### src/rtl/iir_pkg.sv
// Shared definitions for the sequential direct-form IIR filter:
// FSM state encoding, accumulator width and saturation bounds.
package iir_pkg;

    typedef enum logic [1:0] {
        ST_IDLE = 2'd0,
        ST_MAC  = 2'd1,
        ST_OUT  = 2'd2
    } state_t;

    // Width that holds x<<FRAC plus ORDER full-width products without overflow.
    function automatic int acc_width(input int w, input int order);
        return 2 * w + $clog2(order + 1);
    endfunction

    // Largest W-bit two's-complement value.
    function automatic int sat_max(input int w);
        return (1 << (w - 1)) - 1;
    endfunction

    // Smallest W-bit two's-complement value.
    function automatic int sat_min(input int w);
        return -(1 << (w - 1));
    endfunction

endpackage

### src/rtl/iir_direct_seq_bw_mult_n.sv
// Combinational signed W x W -> 2W multiplier built from a Baugh-Wooley
// partial-product array (sign-row/column terms inverted, two correction ones).
module bw_mult_n #(
    parameter int W = 8
) (
    input  logic signed [W-1:0]   a,
    input  logic signed [W-1:0]   b,
    output logic signed [2*W-1:0] p
);

    localparam logic [2*W-1:0] ONE  = {{(2*W-1){1'b0}}, 1'b1};
    localparam logic [2*W-1:0] CORR = (ONE << W) | (ONE << (2*W-1));

    logic [2*W-1:0] sum;
    logic           pp;

    // Accumulate every weighted partial product, then add the correction constant
    always_comb begin
        sum = '0;
        pp  = 1'b0;
        for (int i = 0; i < W; i++) begin
            for (int j = 0; j < W; j++) begin
                pp = a[i] & b[j];
                if ((i == W-1) != (j == W-1)) begin
                    pp = ~pp;
                end
                sum = sum + ({{(2*W-1){1'b0}}, pp} << (i + j));
            end
        end
        sum = sum + CORR;
    end

    assign p = sum;

endmodule

### src/rtl/iir_direct_seq.sv
// Sequential direct-form IIR: y[n] = x[n] + sum_k (a_k * y[n-k]) >>> FRAC,
// one tap per cycle through a single shared multiplier.
// Build option: define IIR_DIRECT_SEQ_SAT_EN to saturate the result to W bits;
// otherwise the result wraps.
// Handshake: a transfer happens on a rising edge where valid and ready are
// both high; out_data is held constant while out_valid is high and out_ready low.
module iir_direct_seq
    import iir_pkg::*;
#(
    parameter int W     = 8,
    parameter int ORDER = 2,
    parameter int FRAC  = W - 2
) (
    input  logic                         clk,
    input  logic                         rst,
    input  logic                         in_valid,
    output logic                         in_ready,
    input  logic [W-1:0]                 in_data,
    output logic                         out_valid,
    input  logic                         out_ready,
    output logic [W-1:0]                 out_data,
    input  logic                         coef_we,
    input  logic [$clog2(ORDER+1)-1:0]   coef_idx,
    input  logic [W-1:0]                 coef_data,
    input  logic                         hist_clr,
    output logic                         busy
);

    localparam int IW = $clog2(ORDER + 1);
    localparam int AW = acc_width(W, ORDER);
`ifdef IIR_DIRECT_SEQ_SAT_EN
    localparam logic signed [AW-1:0] SAT_HI = AW'(sat_max(W));
    localparam logic signed [AW-1:0] SAT_LO = AW'(sat_min(W));
`endif

    state_t                 state;
    state_t                 state_next;
    logic signed [W-1:0]    coef [ORDER];
    logic signed [W-1:0]    hist [ORDER];
    logic [IW-1:0]          tap;
    logic                   last_tap;
    logic signed [AW-1:0]   acc;
    logic signed [AW-1:0]   sum;
    logic signed [W-1:0]    result;
    logic signed [W-1:0]    out_reg;
    logic signed [W-1:0]    mul_a;
    logic signed [W-1:0]    mul_b;
    logic signed [2*W-1:0]  prod;
`ifdef IIR_DIRECT_SEQ_SAT_EN
    logic signed [AW-1:0]   shifted;
`endif

    assign last_tap = (tap == IW'(ORDER - 1));
    assign out_data = out_reg;

    // State register; reset returns to IDLE and abandons any sample in flight
    always_ff @(posedge clk) begin
        if (rst) begin
            state <= ST_IDLE;
        end else begin
            state <= state_next;
        end
    end

    // Next-state and handshake outputs
    always_comb begin
        state_next = state;
        in_ready   = 1'b0;
        out_valid  = 1'b0;
        busy       = 1'b1;
        case (state)
            ST_IDLE: begin
                in_ready = 1'b1;
                busy     = 1'b0;
                if (in_valid) begin
                    state_next = ST_MAC;
                end
            end
            ST_MAC: begin
                if (last_tap) begin
                    state_next = ST_OUT;
                end
            end
            ST_OUT: begin
                out_valid = 1'b1;
                if (out_ready) begin
                    state_next = ST_IDLE;
                end
            end
            default: state_next = ST_IDLE;
        endcase
    end

    // Select coefficient and history word for the current tap
    always_comb begin
        mul_a = '0;
        mul_b = '0;
        for (int i = 0; i < ORDER; i++) begin
            if (tap == IW'(i)) begin
                mul_a = coef[i];
                mul_b = hist[i];
            end
        end
    end

    bw_mult_n #(.W(W)) u_mult (
        .a (mul_a),
        .b (mul_b),
        .p (prod)
    );

    // Accumulate the tap product, then floor-shift and reduce to W bits
    always_comb begin
        sum = acc + {{(AW-2*W){prod[2*W-1]}}, prod};
`ifdef IIR_DIRECT_SEQ_SAT_EN
        shifted = sum >>> FRAC;
        if (shifted > SAT_HI) begin
            result = SAT_HI[W-1:0];
        end else if (shifted < SAT_LO) begin
            result = SAT_LO[W-1:0];
        end else begin
            result = shifted[W-1:0];
        end
`else
        result = W'(sum >>> FRAC);
`endif
    end

    // Coefficients, history and accumulator; configuration only lands in IDLE,
    // so a write coincident with an input transfer is seen by that sample's taps
    always_ff @(posedge clk) begin
        if (rst) begin
            acc     <= '0;
            tap     <= '0;
            out_reg <= '0;
            for (int i = 0; i < ORDER; i++) begin
                coef[i] <= '0;
                hist[i] <= '0;
            end
        end else begin
            case (state)
                ST_IDLE: begin
                    for (int i = 0; i < ORDER; i++) begin
                        if (coef_we && coef_idx == IW'(i + 1)) begin
                            coef[i] <= coef_data;
                        end
                        if (hist_clr) begin
                            hist[i] <= '0;
                        end
                    end
                    if (in_valid) begin
                        acc <= AW'($signed(in_data)) <<< FRAC;
                        tap <= '0;
                    end
                end
                ST_MAC: begin
                    acc <= sum;
                    tap <= tap + IW'(1);
                    if (last_tap) begin
                        out_reg <= result;
                    end
                end
                ST_OUT: begin
                    if (out_ready) begin
                        hist[0] <= out_reg;
                        for (int i = 1; i < ORDER; i++) begin
                            hist[i] <= hist[i-1];
                        end
                    end
                end
                default: ;
            endcase
        end
    end

endmodule

### config.mk
export PLATFORM = sky130hd
export DESIGN_NAME = iir_direct_seq
export DESIGN_NICKNAME = d
export VERILOG_FILES = /design/src/rtl/iir_pkg.sv /design/src/rtl/iir_direct_seq_bw_mult_n.sv /design/src/rtl/iir_direct_seq.sv
export SDC_FILE = /design/constraint.sdc
export NUM_CORES = 1
export LEC_CHECK = 0
export ABC_CLOCK_PERIOD_IN_PS = 19530
export CORE_ASPECT_RATIO = 1.4
export CORE_MARGIN = 8
export CORE_UTILIZATION = 35
export DETAILED_ROUTE_END_ITERATION = 7
export GPL_TIMING_DRIVEN = 0
export SLEW_MARGIN = 20
export SYNTH_ARGS = -nofsm -noshare
export SYNTH_HDL_FRONTEND = slang
export SYNTH_HIERARCHICAL = 1
export SYNTH_SLANG_ARGS = --single-unit
### constraint.sdc
create_clock -name clk -period 19.53 [get_ports clk]
set_clock_uncertainty 0.1 [all_clocks]
set_input_delay 3.906 -clock clk [delete_from_list [all_inputs] [get_ports clk]]
set_output_delay 3.906 -clock clk [all_outputs]
set_load 0.03 [all_outputs]
== Word level (Yosys, flattened, before mapping) ==
Memory sizes are Yosys's and may differ from the RTL's.
Cells that the tools add are included.

* Memories: 2
* Word-level logic and storage cells: 211
* Flip-flop bits (word level): 30
* RAM bits: 32
* Output and inout bits: 11
* Input port bits: 24

{| class="wikitable"
|+ Memories
! memory !! depth !! bits a word !! rd ports !! clocked after memory_dff !! wr ports !! line !! source
|-
| coef || 2 || 8 || 2 || 0 || 2 || iir_direct_seq.sv:38 || <nowiki>logic signed [W-1:0] coef [ORDER];</nowiki>
|-
| hist || 2 || 8 || 2 || 0 || 2 || iir_direct_seq.sv:39 || <nowiki>logic signed [W-1:0] hist [ORDER];</nowiki>
|}

* Bitwise logic cells: 84
* Equal/unequal tests: 8
* $add $sub $neg: 66
* Reductions and logical operators: 8
* Muxes and demuxes: 39

{| class="wikitable"
|+ Operators with widths
! cell !! number
|-
| adder 16 x 8 -> 16 bit || 8
|-
| adder 16 x 7 -> 16 bit || 7
|-
| adder 16 x 9 -> 16 bit || 7
|-
| adder 16 x 10 -> 16 bit || 6
|-
| adder 16 x 6 -> 16 bit || 6
|-
| adder 16 x 11 -> 16 bit || 5
|-
| adder 16 x 5 -> 16 bit || 5
|-
| two-way mux 8 bit || 10
|-
| adder 16 x 12 -> 16 bit || 4
|-
| adder 16 x 4 -> 16 bit || 4
|-
| bitwise AND 1 bit || 64
|-
| adder 16 x 13 -> 16 bit || 3
|-
| adder 16 x 3 -> 16 bit || 3
|-
| case mux 18 bit (2 select lines) || 1
|-
| adder 16 x 14 -> 16 bit || 2
|-
| two-way mux 1 bit || 21
|-
| adder 18 bit || 1
|-
| two-way mux 18 bit || 1
|-
| adder 16 x 15 -> 16 bit || 1
|-
| adder 16 bit, second input constant || 1
|-
| adder 16 x 2 -> 16 bit || 1
|-
| NOT 1 bit || 14
|-
| two-way mux 2 bit || 4
|-
| equality test 2 x 1 -> 1 bit, second input constant || 3
|-
| other kinds (12) || 23
|}

== Logic depth before layout (Yosys ltp) ==
Gate-level depths: netlist (run 1).

* Word-level depth: 70
* Mapped depth: 27
* Mapped depth without buffers: 25

== Cells and area by module ==
Netlist (run 1), hierarchy kept.

{| class="wikitable"
|+ Modules (own cells, without submodules)
! module !! instances !! cells each !! area an instance (µm²) !! seq. area each (µm²)
|-
| iir_direct_seq || 1 || 273 || 2922.8 || 1481.4
|-
| bw_mult_n || 1 || 213 || 1920.6 || 0.0
|}

== Worst setup path after synthesis (run 1) ==
Ideal clock, no wire load.

* Kind: register to register
* From: reg tap[1]
* To: reg acc[13]
* Buffers on the path: 2
* Arrival: 6190 ps
* Slack: 13153 ps
* Clock period less this slack: 6377 ps
* Cell stages (with the launch flop): 28
* Library setup time: 86 ps
* Data required time: 19344 ps
* Cell sequence: dfxtp_1 inv_1 ha_1 clkbuf_1 nor2b_1 clkbuf_1 a22o_1 nand2_1 fa_1 inv_1 fa_1 inv_1 fa_1 inv_1 fa_1 inv_1 ha_1 nand3_1 o211ai_2 nor2_1 xnor2_1 ha_1 a21oi_1 nand2_1 or3_1 o22ai_1 xnor2_1 a221oi_2

* Elaborated cells between the ends (all ways): 149
* Those cells by class: add/sub: 65; eq/ne: 1; mux: 5; bitwise: 77; reduce/logical: 1

{| class="wikitable"
|+ RTL lines
! item !! line !! source
|-
| start: declaration || iir_direct_seq.sv:40 || <nowiki>logic [IW-1:0] tap;</nowiki>
|-
| start signal: assignment || iir_direct_seq.sv:158 || <nowiki>tap <= tap + IW'(1);</nowiki>
|-
| zero test 2 bit || iir_direct_seq.sv:99 || <nowiki>if (tap == IW'(i)) begin</nowiki>
|-
| two-way mux 8 bit || iir_direct_seq.sv:99 ||
|-
| two-way mux 8 bit (*) || iir_direct_seq.sv:99 ||
|-
| net mul_a[2] || iir_direct_seq.sv:46 || <nowiki>logic signed [W-1:0] mul_a;</nowiki>
|-
| bitwise AND 1 bit || iir_direct_seq_bw_mult_n.sv:23 || <nowiki>pp = a[i] & b[j];</nowiki>
|-
| adder 16 x 3 -> 16 bit || iir_direct_seq_bw_mult_n.sv:27 || <nowiki>sum = sum + ({{(2*W-1){1'b0}}, pp} << (i + j));</nowiki>
|-
| adder 16 x 4 -> 16 bit || iir_direct_seq_bw_mult_n.sv:27 ||
|-
| adder 16 x 5 -> 16 bit || iir_direct_seq_bw_mult_n.sv:27 ||
|-
| (+41 left out) || n/a ||
|-
| adder 16 x 12 -> 16 bit (*) || iir_direct_seq_bw_mult_n.sv:27 ||
|-
| adder 16 x 13 -> 16 bit (*) || iir_direct_seq_bw_mult_n.sv:27 ||
|-
| adder 16 x 14 -> 16 bit (*) || iir_direct_seq_bw_mult_n.sv:27 ||
|-
| adder 16 x 15 -> 16 bit (*) || iir_direct_seq_bw_mult_n.sv:27 ||
|-
| adder 16 bit (*) || iir_direct_seq_bw_mult_n.sv:30 || <nowiki>sum = sum + CORR;</nowiki>
|-
| net prod[11] || iir_direct_seq.sv:48 || <nowiki>logic signed [2*W-1:0] prod;</nowiki>
|-
| adder 18 bit (*) || iir_direct_seq.sv:114 || <nowiki>sum = acc + {{(AW-2*W){prod[2*W-1]}}, prod};</nowiki>
|-
| case mux 18 bit (2 select lines) (*) || iir_direct_seq.sv:141 || <nowiki>case (state)</nowiki>
|-
| end signal: assignment || iir_direct_seq.sv:152 || <nowiki>acc <= AW'($signed(in_data)) <<< FRAC;</nowiki>
|-
| end signal: assignment || iir_direct_seq.sv:157 || <nowiki>acc <= sum;</nowiki>
|-
| end: declaration || iir_direct_seq.sv:42 || <nowiki>logic signed [AW-1:0] acc;</nowiki>
|}

Mark *: on every way through the listed nets, which the timed path passes. The rest lies on a longest branch.
A chain may end at the register's enable or synchronous reset.

== Worst setup path after layout (run 1) ==
Ends and elaborated chain as after synthesis.

==> results of run 1 <==
how the worst max path moves through the flow:
stage,startpoint,cells after the start,endpoint,slack (ns)
after global placement,tap[1]$_SDFFE_PP0P_,27,out_data[7]$_SDFFE_PP0P_,12.05
after detailed placement,tap[1]$_SDFFE_PP0P_,27,acc[13]$_SDFFE_PP0P_,12.06
after floorplan,tap[1]$_SDFFE_PP0P_,27,acc[13]$_SDFFE_PP0P_,13.21
after CTS,tap[1]$_SDFFE_PP0P_,27,acc[13]$_SDFFE_PP0P_,12.00
final,tap[1]$_SDFFE_PP0P_,27,acc[13]$_SDFFE_PP0P_,12.03
after global routing,tap[1]$_SDFFE_PP0P_,27,out_data[6]$_SDFFE_PP0P_,11.52
registers in the layout (all words and copies together) (netlist names):
name      count
hist         16
tap           2
state         2
acc          14
out_data      8
coef         16
metrics by stage:
step	instance area [um^2]	std cells	power, uW
after floorplan	4686	464	419.5
after global placement	5244	679	531.8
after detailed placement	5253	679	539.5
after CTS	5549	695	699.5
after global routing	5549	695	741.7
final	5549	695	684.6
final cells by class:
class                           instances  share of cell area
Buffer                                 14             0.01037
Inverter                               40             0.02706
Tap cell                              182             0.04104
Clock buffer                           11             0.04374
Clock inverter                          5            0.009696
Multi-Input combinational cell        352              0.5416
Sequential cell                        58              0.2670
Timing Repair Buffer                   33             0.05953
critical path, stage by stage (launching register included):
cell and delay, ns:
dfxtp_1 0.32, inv_1 0.05, ha_1 0.21, clkbuf_1 0.23, nor2b_1 0.40, clkbuf_1 0.44
a22o_1 0.44, nand2_1 0.13, fa_1 0.52, inv_1 0.05, fa_1 0.54, inv_1 0.06
fa_1 0.53, inv_1 0.05, fa_1 0.53, inv_1 0.04, ha_1 0.37, nand3_1 0.12
o211ai_2 0.19, nor2_1 0.08, xnor2_1 0.25, ha_1 0.39, a21oi_1 0.24, nand2_1 0.09
or3_1 0.34, o22ai_1 0.27, xnor2_1 0.20, a221oi_2 0.23
power breakdown:
group | internal [uW] | switching, uW | leakage (uW) | total [uW]
Combinational | 148 | 235 | 0.00169 | 382
Clock | 101 | 52.0 | 0.000139 | 153
Sequential | 142 | 6.90 | 0.000553 | 149
Total | 391 | 294 | 0.00238 | 685
metal layers:
metal,global-route usage,vias to the layer above
met1,0.1482,1765
met2,0.2477,65
met5,0,-
met4,0.08084,0
met3,0.02326,20
li1,-,1697
==> qor.json, run 1 <==
{
  "run_status": "finished clean",
  "syn2layout_area_growth_pct": 18.42,
  "timing_hold_violations_final": 0,
  "cts.htree.levels": 3,
  "multi_input_comb_area_um2": 3005,
  "final.period_utilization": 0.3839,
  "gp_routability_congestion": 0.8275,
  "grt_pass1_wl_mm": 18.97,
  "synth_nets": 570,
  "fp.coreArea_um2": 13200,
  "worst-endpoint-required_ns": 19.66,
  "fmax_mhz": 133.4,
  "power.ir.vdd_worst_mv": 0.1434,
  "cts.repair.resized": 0,
  "via_per_inst": 5.104,
  "holdCritPathClass": "reg -> reg",
  "die_area_um2": 17400,
  "post_synth_instance_area_um2": 4686,
  "fp-row-count": 50,
  "detail_route.wirelength.met1_mm": 4.545,
  "floorplan.io_pins": 35,
  "hold_path_startpoint": "out_data[3]$_SDFFE_PP0P_",
  "met2RoutedLength_mm": 6.074,
  "slew_viol_final": 0,
  "rsz0062_at_grt": "false",
  "period_minus_ws_final_ns": 7.498,
  "kind_of_launch_point_of_the_worst_setup_path": "flip-flop",
  "clk-insertion-delay-late_ns": 0.32,
  "layout_commonest_cell": "and2_1",
  "grt.total_usage": 0.1383,
  "grt.overflow.total": 0,
  "worstSetupEndpointType": "flip-flop",
  "cts_hold_buffers": 0,
  "detailed_route_wire_length_per_cell_um": 16.25,
  "grt_antenna_before_repair": 0,
  "synth_cells": 464,
  "first_pass_iters": 4,
  "grt_start_max_net_pins": 17,
  "layout.core_utilization": 0.4204,
  "final_cell_mix": "and2_1 (63), nand2_1 (55), ha_1 (44)",
  "detailedPlace.worstSlack_ns": 12.06,
  "routed-via-count": 3547,
  "drc": 0,
  "postLayoutSetupSlackWorst_ns": 12.03,
  "fp.dieW_um": 113.8,
  "criticalPathCategory": "reg -> reg",
  "setup.reg_to_reg.worst_slack_ns": 12.03,
  "cts_made_buffers": 9,
  "final.hold.worst_slack_ns": 0.3738,
  "dp.final_hpwl_mm": 9.062,
  "start_util": 0.3550,
  "cts_setup_buffers": 0,
  "nNetsFinal": 614,
  "share_of_final_layout_standard_cells_stronger_than_drive_strength_1": 0.05263,
  "postRouteWirelength_mm": 11.29,
  "n_fill_cell": 1284,
  "powerDensity_nw_per_um2": 123.4,
  "drt_iter0_drc": 110,
  "power.static_leakage_uw": 0.002383,
  "postRouteAntennaNets": 0,
  "crit_arrival_ns": 7.63,
  "numClockSinks": 58,
  "slew_headroom": 0.2922,
  "reg2reg_launch_point": "tap[1]$_SDFFE_PP0P_",
  "path_clk_slew_ns": 0.05,
  "synth.avg_cell_area_um2": 10.10,
  "tns_ns": 0,
  "portBuffers": 33,
  "clockBufferDepth": 2,
  "max_cap_violations": 0,
  "max_slew.worst_pin.slew_ns": 1.051,
  "sequential_cell_area_um2": 1481,
  "setup_viol_count_final": 0,
  "route.top_layer_used": "met4",
  "cts_root_buffer": "clkbuf_16",
  "worst_hold_path.num_cells": 2,
  "cell_depth_of_the_worst_flop_to_flop_path": 27,
  "wl_met3_um": 288,
  "clock_tree_from_tritoncts": "yes",
  "holdPathEnd": "out_data[3]$_SDFFE_PP0P_",
  "grt_pass1_vias": 3864,
  "ys_warn_count": 6,
  "critical_register_to_register_path_endpoint": "acc[13]$_SDFFE_PP0P_",
  "max_fanout_on_critical_path": 10,
  "dieHeight_um": 152.9,
  "antenna_cells_inserted": 0
}
No activity file was read; power rests on OpenSTA's default activity.
==> run 2: changes to the inputs <==
--- a/config.mk
+++ b/config.mk
@@ -5,7 +5,7 @@
 export SDC_FILE = /design/constraint.sdc
 export NUM_CORES = 1
 export LEC_CHECK = 0
-export ABC_CLOCK_PERIOD_IN_PS = 19530
+export ABC_CLOCK_PERIOD_IN_PS = 6600
 export CORE_ASPECT_RATIO = 1.4
 export CORE_MARGIN = 8
 export CORE_UTILIZATION = 35
==> constraint.sdc (replaced) <==
create_clock -name clk -period 6.6 [get_ports clk]
set_clock_uncertainty 0.1 [all_clocks]
set_input_delay 1.32 -clock clk [delete_from_list [all_inputs] [get_ports clk]]
set_output_delay 1.32 -clock clk [all_outputs]
set_load 0.03 [all_outputs]
==> run 2 against run 1 <==
  * Core utilization increased by 2.7 points
  * Fmax grew 18%
  * Cell area is 6.4% higher
  * Worst setup slack worse by 12 ns
  * Clock-buffer cell count unchanged
  * Largest power group unchanged
==> qor.json, run 2 (same netlist as run 1, synthesis figures left out) <==
{
  "run_status": "finished clean",
  "cts.htree.levels": {"value": 3, "change": "unchanged"},
  "postRouteAntennaNets": {"value": 0, "change": "unchanged"},
  "clockBufferDepth": {"value": 2, "change": "unchanged"},
  "layout_commonest_cell": "and2_1",
  "clk-insertion-delay-late": {"value": 0.32, "unit": "ns", "change": "about the same"},
  "die_area": {"value": 17400, "unit": "um^2", "change": "unchanged"},
  "cell_type_with_the_highest_occurrence_count_on_the_critical_path": "inv_1",
  "final_std_cells_w_o_fill": {"value": 701, "change": "+0.86%"},
  "dieHeight": {"value": 152.9, "unit": "um", "change": "unchanged"},
  "critical_path.n_buffers_inverters": {"value": 7, "change": "unchanged"},
  "drc": {"value": 0, "change": "unchanged"},
  "nNetsFinal": {"value": 620, "change": "+0.98%"},
  "power.static_leakage": {"value": 0.002523, "unit": "uW", "change": "+5.9%"},
  "cp_num_cells": {"value": 26, "change": "-3.7%"},
  "critical_path_endpoint": "acc[13]$_SDFFE_PP0P_",
  "gp_routability_congestion": {"value": 0.8275, "change": "unchanged"},
  "total_power": {"value": 2453, "unit": "uW", "change": "+260%"},
  "timing_hold_violations_final": {"value": 0, "change": "unchanged"},
  "setup.reg_to_reg.worst_slack": {"value": 0.24, "unit": "ns", "change": "-11.79 ns"},
  "setup_viol_count_final": {"value": 0, "change": "unchanged"},
  "final_cell_mix": "and2_1 (62), nand2_1 (55), inv_1 (39), ha_1 (39), fa_1 (37)",
  "worstSetupStartpoint": "tap[0]$_SDFFE_PP0P_",
  "grt_start_max_net_pins": {"value": 17, "change": "unchanged"},
  "max_fanout_on_critical_path": {"value": 10, "change": "unchanged"},
  "worstSetupEndpointType": "flip-flop",
  "power_switching_share": {"value": 0.4175, "change": "-0.01139"},
  "detailed_route_wire_length_per_cell": {"value": 16.55, "unit": "um", "change": "+1.9%"},
  "detailedPlace.worstSlack": {"value": -0.8742, "unit": "ns", "change": "-12.93 ns"},
  "tns": {"value": 0, "unit": "ns", "change": "unchanged"},
  "portBuffers": {"value": 33, "change": "unchanged"},
  "grt.total_usage": {"value": 0.1401, "change": "+0.001766"},
  "floorplan.io_pins": {"value": 35, "change": "unchanged"},
  "cpLargestDelayFamily": "adder cells",
  "power.sequential.fraction": {"value": 0.182, "change": "-0.036"},
  "clock_tree_from_tritoncts": "yes",
  "critical_register_to_register_path_endpoint": "acc[13]$_SDFFE_PP0P_",
  "postRouteWirelength": {"value": 11.60, "unit": "mm", "change": "+2.7%"},
  "slew_headroom": {"value": 0.4580, "change": "+0.1658"},
  "place_inst": {"value": 679, "change": "unchanged"},
  "numClockSinks": {"value": 58, "change": "unchanged"},
  "cts_made_buffers": {"value": 9, "change": "unchanged"},
  "cts_hold_buffers": {"value": 0, "change": "unchanged"},
  "fmax": {"value": 157.2, "unit": "MHz", "change": "+18%"},
  "intPower": {"value": 1429, "unit": "uW", "change": "+270%"},
  "power.ir.vdd_worst": {"value": 0.4775, "unit": "mV", "change": "+230%"},
  "max_cap_violations": {"value": 0, "change": "unchanged"},
  "first_pass_iters": {"value": 4, "change": "unchanged"},
  "fp.dieW": {"value": 113.8, "unit": "um", "change": "unchanged"},
  "postLayoutSetupSlackWorst": {"value": 0.2383, "unit": "ns", "change": "-11.79 ns"},
  "criticalPathCategory": "reg -> reg",
  "critPathMaxStageDelay": {"value": 0.54, "unit": "ns", "change": "about the same"},
  "grt_pass1_wl": {"value": 19.22, "unit": "mm", "change": "+1.3%"},
  "crit_arrival": {"value": 6.50, "unit": "ns", "change": "-1.13 ns"},
  "fp-row-count": {"value": 50, "change": "unchanged"},
  "layout.core_utilization": {"value": 0.4475, "change": "+0.02711"},
  "rsz0062_at_grt": "false",
  "path_clk_slew": {"value": 0.05, "unit": "ns", "change": "about the same"},
  "power.switching": {"value": 1024, "unit": "uW", "change": "+250%"},
  "routed-via-count": {"value": 3557, "change": "+0.28%"},
  "worst-endpoint-required": {"value": 6.73, "unit": "ns", "change": "-12.93 ns"},
  "powerDensity": {"value": 415.2, "unit": "nW/um^2", "change": "+240%"},
  "holdCritPathClass": "reg -> reg",
  "largest_registers": "coef x16, hist x16, acc x14",
  "via_per_inst": {"value": 5.074, "change": "-0.58%"},
  "share_of_power_burned_in_the_clock_network": {"value": 0.187, "change": "-0.037"},
  "dp.final_hpwl": {"value": 9.062, "unit": "mm", "change": "unchanged"},
  "syn2layout_area_growth_pct": 26.06,
  "period_minus_ws_final": {"value": 6.362, "unit": "ns", "change": "-1.137 ns"},
  "cts_root_buffer": "clkbuf_16",
  "cell_depth_of_the_worst_flop_to_flop_path": {"value": 26, "change": "-3.7%"},
  "drt_iter0_drc": {"value": 106, "change": "-3.6%"},
  "fp.coreArea": {"value": 13200, "unit": "um^2", "change": "unchanged"},
  "max_slew.worst_pin.slew": {"value": 0.8082, "unit": "ns", "change": "-0.2424 ns"},
  "critPathSlowestCell": "fa_1",
  "slew_viol_final": {"value": 0, "change": "unchanged"},
  "start_util": {"value": 0.3550, "change": "unchanged"},
  "pwr-share-comb": {"value": 0.632, "change": "+0.074"},
  "share_of_final_layout_standard_cells_stronger_than_drive_strength_1": {"value": 0.1349, "change": "+0.08224"},
  "antenna_cells_inserted": {"value": 0, "change": "unchanged"},
  "reg2reg_launch_point": "tap[0]$_SDFFE_PP0P_",
  "grt.overflow.total": {"value": 0, "change": "unchanged"},
  "final.period_utilization": {"value": 0.9639, "change": "+0.5800"},
  "grt_pass1_vias": {"value": 3895, "change": "+0.80%"},
  "grt_antenna_before_repair": {"value": 0, "change": "unchanged"},
  "kind_of_launch_point_of_the_worst_setup_path": "flip-flop"
}
[run 2: cell types whose count changed in the layout (fill, tap and decap cells not counted), moves of 3 or more]
cell and delta:
a22o_1 -12, ha_1 -5, ha_4 +4, buf_4 +4
clkbuf_1 -3, a22o_4 +10
[run 2: worst min path at each step]
stage	startpoint	end	slack (ns)	cells past startpoint
2_1_floorplan	acc[7]$_SDFFE_PP0P_	acc[7]$_SDFFE_PP0P_	0.35	2
3_3_place_gp	out_data[3]$_SDFFE_PP0P_	out_data[3]$_SDFFE_PP0P_	0.37	2
3_5_place_dp	out_data[3]$_SDFFE_PP0P_	out_data[3]$_SDFFE_PP0P_	0.36	2
4_1_cts	out_data[3]$_SDFFE_PP0P_	out_data[3]$_SDFFE_PP0P_	0.38	2
5_1_grt	out_data[7]$_SDFFE_PP0P_	out_data[7]$_SDFFE_PP0P_	0.39	2
6_report	out_data[7]$_SDFFE_PP0P_	out_data[7]$_SDFFE_PP0P_	0.37	2
[run 2: cell type report]
| type | instances | area [um^2] |
|---|---|---|
| fill | 1234 | 7293 |
| multi-input combinational | 352 | 3263 |
| sequential | 58 | 1485 |
| timing repair buffer | 39 | 391.6 |
| clock buffer | 11 | 242.7 |
| tap | 182 | 227.7 |
| inverter | 40 | 150.1 |
| buffer | 14 | 92.59 |
| clock inverter | 5 | 53.80 |
[run 2: worst reg2reg max path, delay by kind of cell (launching register included)]
| family | cells | cell delay (ns) |
|---|---|---|
| AOI/OAI and AO/OA | 4 | 1.00 |
| and+or+nand+nor | 6 | 0.98 |
| xor gates and xnor gates | 2 | 0.40 |
| DFF | 1 | 0.37 |
| adders and majority gates | 7 | 2.89 |
| buffers and inverters | 7 | 0.55 |
[run 2: timing repair]
action / 4_1_cts / 5_1_grt
resized for setup: 31 / 38
setup endpoints to repair: 10 / 9
buffers inserted: 1 / 5
pin swaps: 3 / 15
[run 2: per-layer routing]
metal  up-vias  wire length [um]  GRT usage
met2        60              6328     0.2561
met5         -                 0          0
met1      1770              4610     0.1478
met4         0               383    0.07638
met3        21               279    0.02326
li1       1706                 -          -
[run 2: stage by stage]
| stage | hold slack (ns) | instance area [um^2] |
|---|---|---|
| global placement | 0.3702 | 5244 |
| floorplan | 0.3531 | 4686 |
| detailed placement | 0.3640 | 5253 |
| CTS | 0.3751 | 5677 |
| finish | 0.3703 | 5907 |
| global route | 0.3914 | 5907 |
[run 2: power by group through the flow]
stage	Sequential [uW]	Combinational [uW]	Clock, uW
after floorplan	456	785	0
after CTS	442	1330	464
after detailed placement	448	1150	0
final	445	1550	458
after global placement	447	1130	0
after global routing	449	1690	483
==> run 3: changes to the inputs <==
==> constraint.sdc (replaced) <==
create_clock -name clk -period 6.6 [get_ports clk]
set_clock_uncertainty 0.1 [all_clocks]
set_input_delay 1.98 -clock clk [delete_from_list [all_inputs] [get_ports clk]]
set_output_delay 1.98 -clock clk [all_outputs]
set_load 0.03 [all_outputs]
==> results of run 3 <==
No change in the layout: final DEF, timing and power equal those of run 2.
